## config.mk

```make
export PLATFORM = sky130hd
export DESIGN_NAME = tank_dir_gen
export DESIGN_NICKNAME = d
export VERILOG_FILES = /design/src/rtl/tank_pkg.sv /design/src/rtl/btn_debounce.sv /design/src/rtl/tank_dir_gen.sv
export SDC_FILE = /design/constraint.sdc
export NUM_CORES = 1
export LEC_CHECK = 0
export ABC_AREA = 0
export BUFFER_PORTS_ARGS = -buffer_cell sky130_fd_sc_hd__buf_2
export CAP_MARGIN = 15
export CORE_ASPECT_RATIO = 0.5
export CORE_MARGIN = 3
export CORE_UTILIZATION = 32
export DETAILED_ROUTE_END_ITERATION = 8
export GPL_TIMING_DRIVEN = 1
export HOLD_SLACK_MARGIN = 0.05
export PLACE_DENSITY_LB_ADDON = 0.2
export SLEW_MARGIN = 20
export SYNTH_ARGS = -nofsm -noshare
export SYNTH_HDL_FRONTEND = slang
export SYNTH_SLANG_ARGS = --single-unit
```

## constraint.sdc

```tcl
create_clock -name clk -period 1.8 [get_ports clk]
set_input_delay 0.27 -clock clk [delete_from_list [all_inputs] [get_ports clk]]
set_output_delay 0.27 -clock clk [all_outputs]
set_load 0.005 [all_outputs]
```

## src/rtl/tank_pkg.sv

```systemverilog
// Shared encodings between the tank direction producer and the tank/game logic.
// Holds direction codes, game-state codes, tank life and a lowest-set-bit helper.
package tank_pkg;

  localparam int unsigned DIR_W   = 3;
  localparam int unsigned GS_W    = 2;
  localparam int unsigned NUM_BTN = 4;

  localparam logic [DIR_W-1:0] DIR_UP    = 3'd0;
  localparam logic [DIR_W-1:0] DIR_DOWN  = 3'd1;
  localparam logic [DIR_W-1:0] DIR_LEFT  = 3'd2;
  localparam logic [DIR_W-1:0] DIR_RIGHT = 3'd3;
  localparam logic [DIR_W-1:0] DIR_STAND = 3'd4;

  localparam logic [GS_W-1:0] GS_PLAY    = 2'b01;
  localparam logic [GS_W-1:0] GS_RESTART = 2'b10;

  localparam int unsigned TANK_LIFE = 3;

  typedef enum logic {
    CMD_IDLE  = 1'b0,
    CMD_ISSUE = 1'b1
  } cmd_state_e;

  // Index of the lowest set bit as a direction code; STAND when none is set.
  function automatic logic [DIR_W-1:0] lowest_set(input logic [NUM_BTN-1:0] v);
    logic [DIR_W-1:0] r;
    r = DIR_STAND;
    for (int i = NUM_BTN - 1; i >= 0; i--) begin
      if (v[i]) r = DIR_W'(i);
    end
    return r;
  endfunction

endpackage

```

## src/rtl/btn_debounce.sv

```systemverilog
// One-bit button conditioner: two-flop synchroniser, stability counter and
// debounced level, plus one-cycle pulses aligned with each level change.
// Ports: clk, rst (sync, active-high), raw (async button), held (debounced
// level), rise/fall (high in the first cycle held shows the new level).
module btn_debounce #(
  parameter int unsigned          CNT_W           = 20,
  parameter logic [CNT_W-1:0]     DEBOUNCE_CYCLES = CNT_W'(500000)
) (
  input  logic clk,
  input  logic rst,
  input  logic raw,
  output logic held,
  output logic rise,
  output logic fall
);

  localparam logic [CNT_W-1:0] CNT_LAST = DEBOUNCE_CYCLES - CNT_W'(1);
  localparam logic [CNT_W-1:0] CNT_MAX  = {CNT_W{1'b1}};

  logic             sync1;
  logic             sync2;
  logic [CNT_W-1:0] cnt;

  // The counter's final step and the level toggle share one edge.
  always_ff @(posedge clk) begin
    if (rst) begin
      sync1 <= 1'b0;
      sync2 <= 1'b0;
      cnt   <= '0;
      held  <= 1'b0;
      rise  <= 1'b0;
      fall  <= 1'b0;
    end else begin
      sync1 <= raw;
      sync2 <= sync1;
      rise  <= 1'b0;
      fall  <= 1'b0;
      if (sync2 == held) begin
        cnt <= '0;
      end else if (cnt == CNT_LAST) begin
        cnt  <= '0;
        held <= ~held;
        rise <= ~held;
        fall <= held;
      end else if (cnt != CNT_MAX) begin
        cnt <= cnt + CNT_W'(1);
      end
    end
  end

endmodule

```

## src/rtl/tank_dir_gen.sv

```systemverilog
// Per-player tank direction producer: debounces four direction buttons,
// tracks the most recently pressed one and issues one command per frame.
// Ports: clk, rst (sync, active-high), btn_raw[3:0] (UP,DOWN,LEFT,RIGHT),
// frame_tick, game_state[1:0]; direction_in[2:0], valid_take_direction
// (one-cycle strobe), btn_held[3:0] (debounced levels).
module tank_dir_gen
  import tank_pkg::*;
#(
  parameter int unsigned      CNT_W           = 20,
  parameter logic [CNT_W-1:0] DEBOUNCE_CYCLES = CNT_W'(500000)
) (
  input  logic               clk,
  input  logic               rst,
  input  logic [NUM_BTN-1:0] btn_raw,
  input  logic               frame_tick,
  input  logic [GS_W-1:0]    game_state,
  output logic [DIR_W-1:0]   direction_in,
  output logic               valid_take_direction,
  output logic [NUM_BTN-1:0] btn_held
);

  logic [NUM_BTN-1:0] rise;
  logic [NUM_BTN-1:0] fall;
  logic [DIR_W-1:0]   newest;
  logic [DIR_W-1:0]   newest_d;
  cmd_state_e         state;
  cmd_state_e         state_d;
  logic [DIR_W-1:0]   dir_d;

  // One conditioner per button.
  for (genvar g = 0; g < int'(NUM_BTN); g++) begin : g_btn
    btn_debounce #(
      .CNT_W           (CNT_W),
      .DEBOUNCE_CYCLES (DEBOUNCE_CYCLES)
    ) u_deb (
      .clk  (clk),
      .rst  (rst),
      .raw  (btn_raw[g]),
      .held (btn_held[g]),
      .rise (rise[g]),
      .fall (fall[g])
    );
  end

  // Newest press: a fresh press always wins; releasing the newest button
  // falls back to the lowest-index button still held.
  always_comb begin
    newest_d = newest;
    if (|rise) begin
      newest_d = lowest_set(rise);
    end else if (newest != DIR_STAND && fall[newest[1:0]]) begin
      newest_d = lowest_set(btn_held);
    end
  end

  always_ff @(posedge clk) begin
    if (rst) newest <= DIR_STAND;
    else     newest <= newest_d;
  end

  // Command FSM next state; RESTART overrides everything.
  always_comb begin
    state_d = state;
    dir_d   = direction_in;
    case (state)
      CMD_IDLE: begin
        if (frame_tick && game_state == GS_PLAY) begin
          state_d = CMD_ISSUE;
          dir_d   = newest;
        end
      end
      CMD_ISSUE: state_d = CMD_IDLE;
      default:   state_d = CMD_IDLE;
    endcase
    if (game_state == GS_RESTART) begin
      state_d = CMD_IDLE;
      dir_d   = DIR_STAND;
    end
  end

  always_ff @(posedge clk) begin
    if (rst) begin
      state                <= CMD_IDLE;
      direction_in         <= DIR_STAND;
      valid_take_direction <= 1'b0;
    end else begin
      state                <= state_d;
      direction_in         <= dir_d;
      valid_take_direction <= (state_d == CMD_ISSUE);
    end
  end

endmodule

```

==> out/qor.txt <==
Fraction of layout cells with a size suffix above 1 - 24.71%
Area delta synth->final - 25.85%
I/O Buffers - 16
# diodes - 0
Top-area cell type share of the netlist area - 37.89%
1st-iter DRT viols - 345
Final period utilization - 97.32%
Max cap viols - 0
Reg power frac - 54.1%
Arrival time worst endpoint - 1.98 ns
Die X - 194.0 um
DP Wirelength - 10,490 um
Most common cell in the netlist - dfxtp_1
Ranking of synthesized cells by area - dfxtp_1 38%, mux2i_1 5.1%, a21oi_1 4.7%
Cells after Synth - 672
Syn Area/Cell - 8.412 um^2
Crit Path Category - register to register
Max stage delay on crit path - 0.59 ns
Hold Crit Class - input port to register
Outcome - complete, no violations
Slew @ Worst Pin - 0.5306 ns
P_int - 3.411 mW
VDD IR max - 0.4713 mV
Final period demand of the worst path - 1.752 ns
Gr usage total - 15.20%
Number of global-route vias before repair - 5,092
Design Power - 4.409 mW
Largest net degree at the start of global routing - 19
Final setup fails - 0
Power Density - 619.8 nW/um^2
RR Endpoint - g_btn[1].u_deb.cnt[19]
Root cell of the clock tree - clkbuf_16
Launch point of the worst reg-to-reg path - g_btn[1].u_deb.cnt[6]
Mapped Area - 5653 um^2
Max frequency - 570.9 MHz
Compound-gate portion of the synthesized area - 18.26%
Register area share after synthesis - 37.89%
Synth Flop Type - dfxtp_1
Clk sinks - 107
R2R cell count - 5
Final net count - 777
Reg2Reg Setup Slack - 0.05 ns
Clock Path Buffers - 2
Overflow after GRT - 0
Slowest-stage cell, CP - or4_4
Syn nets - 685
H-tree depth - 3
Comb pwr share - 2.6%
Post-DRT Antenna Nets - 0
Drt wl/cell - 14.88 um
Chip Height - 99.98 um
CP Max Fanout - 5
Post-synth EDFFs - 0
Initial antenna violation count - 0
Starting Density - 33.56%
Switching Fraction - 22.64%
RSZ-0062 raised after global routing - yes
Simple-gate area share of the yosys netlist - 33.07%
DR pass1 iterations - 5
Pleak - 2.320 nW
Proportion of synthesized area in mux cells - 5.533%
Worst-skew pair later-pin latency - 0.35 ns
Clock slew at reported path FFs - 0.07 ns
Final core occ - 42.23%
FFs w/ async S/R, synth - 0%
Final Hold Slack - 0.1055 ns
WHS Path Cells - 2
Worst Hold Endpoint - state
Post-synthesis adder-cell area fraction - 0.8853%
Top delay family on crit path - simple AND/OR/NAND/NOR gates
Worst Hold Launch - game_state[1]
Slew HR - 64.36%
XOR/XNOR Fraction of Synth Area - 0.6197%
Final wirelength - 14,820 um
Ys Warns - 0
CP startpoint kind - register
Critical path cell sequence - nand3_2 -> or4_4 -> buf_4 -> a2111oi_2 -> a211oi_1
Distinct cells, synth - 61
FILL cells - 1,690
DR DRC count - 0
Final hold violations - 0
Total of flip-flops plus latches after synthesis - 107
Num ports - 17
Clock Power Share - 43.3%
First-pass GRT wire length - 24,990 um
Largest family of logic cells by synthesized area - simple AND/OR/NAND/NOR gates
Psw - 998.4 uW
Via count - 5,558
FP Rows - 33
DIE AREA - 19,390 um^2
CTS tree - done
Hold-fix buffers, CTS - 0
Fin. max-slew vios - 0
Routability cong. - 0.8237
Top post-synthesis cells by count - 107 x dfxtp_1, 53 x a21oi_1, 47 x nand2_1, 40 x nor3_1
DR vias/cell - 5.580
Layout Skew - 0.01146 ns
Endpoint class of the critical path - register
Worst path required time - 2.03 ns
Num CTS Buffers - 9
Yosys top cell by area - dfxtp_1
CP bufs+invs - 1
Core box area - 16,850 um^2
## worst max path at each step
stage | start | endpoint | slack, ns | cells past startpoint
final | g_btn[1].u_deb.cnt[6] | g_btn[1].u_deb.cnt[19] | 0.05 | 5
after global routing | g_btn[0].u_deb.cnt[1] | g_btn[0].u_deb.fall | -0.07 | 6
after CTS | g_btn[0].u_deb.cnt[0] | g_btn[0].u_deb.cnt[13] | 0.0002 | 5
after detailed placement | g_btn[0].u_deb.cnt[0] | g_btn[0].u_deb.cnt[13] | -0.1 | 5
after global placement | g_btn[0].u_deb.cnt[0] | g_btn[0].u_deb.cnt[13] | -0.09 | 5
after floorplan | g_btn[3].u_deb.cnt[0] | g_btn[3].u_deb.held | 0.004 | 5
## power by group through the flow
| stage | Combinational (mW) | Clock [mW] | Sequential, mW |
|---|---|---|---|
| 2_1_floorplan | 0.0640 | 0 | 2.44 |
| 3_3_place_gp | 0.116 | 0 | 2.44 |
| 3_5_place_dp | 0.117 | 0 | 2.44 |
| 4_1_cts | 0.118 | 1.98 | 2.38 |
| 5_1_grt | 0.131 | 2.06 | 2.39 |
| 6_report | 0.117 | 1.91 | 2.38 |
## cell usage in the layout (no fill, tap or decap), drive strengths merged, types with 4 or more instances in the layout
master	instances
nor2b	12
xnor2	4
and4	15
or3	24
or4	20
mux2i	29
nand4	33
a211oi	16
a21oi	53
clkinv	4
nor4	19
nor3	40
inv	15
clkbuf	11
nand2	47
buf	116
o21ai	35
a31oi	12
dfxtp	107
a21boi	5
nand3	32
o211ai	11
o31ai	14
and3	9
nor2	31
ha	4
nor4b	13
## registers in the layout, indices dropped and copies added (netlist names)
name and flops:
g_btn.u_deb.cnt 80, g_btn.u_deb.fall 4, g_btn.u_deb.held 4, g_btn.u_deb.rise 4, g_btn.u_deb.sync1 4, g_btn.u_deb.sync2 4, direction_in 3, newest 3
state 1
## through the flow
stage               cell area (um^2)  cells  worst slack (ns)  TNS (ns)
finish                          7114    996           0.04830         0
detailed placement              6616    975          -0.09936  -0.09936
global placement                6616    975          -0.08633  -0.08633
floorplan                       5675    672          0.003973         0
global route                    7114    996          -0.07379   -0.2952
CTS                             6912    991         0.0001670         0
## layer usage
layer  routed length (um)  GRT usage (%)  vias to the layer above
li1                     -              -                     2798
met1                 7508          21.44                     2658
met2                 6743          24.41                       95
met3                  480          3.152                        7
met4                   89          2.867                        0
met5                    0              0                        -
## worst reg2reg max path, cell delays in order, from the launching register on
cell       delay [ns]
dfxtp_2          0.36
nand3_2          0.14
or4_4            0.59
buf_4            0.15
a2111oi_2        0.28
a211oi_1         0.12
## area by class of cell
| class | count | area (um^2) | area share, % |
|---|---|---|---|
| well taps | 227 | 284.0 | 3.992 |
| inverters | 15 | 56.30 | 0.7914 |
| clock inverters | 5 | 38.79 | 0.5452 |
| repair buffers | 116 | 863.3 | 12.14 |
| multi-input cells | 515 | 3468 | 48.75 |
| flip-flops and latches | 107 | 2161 | 30.37 |
| clock buffers | 11 | 242.7 | 3.412 |
## logic make-up after synthesis
| kind of cell | count (synthesis) |
|---|---|
| flops | 107 |
| compound gates | 165 |
| simple gates | 312 |
| fa+ha+maj | 4 |
| buf+inv | 50 |
| xor+xnor | 4 |
| mux | 30 |
## timing repair
item | 4_1_cts | 5_1_grt
setup endpoints to repair | 3 | 63
pin swaps | 1 | 8
buffers inserted | 0 | 5
gates resized for setup | 5 | 40
No activity file was read; power rests on OpenSTA's default activity.
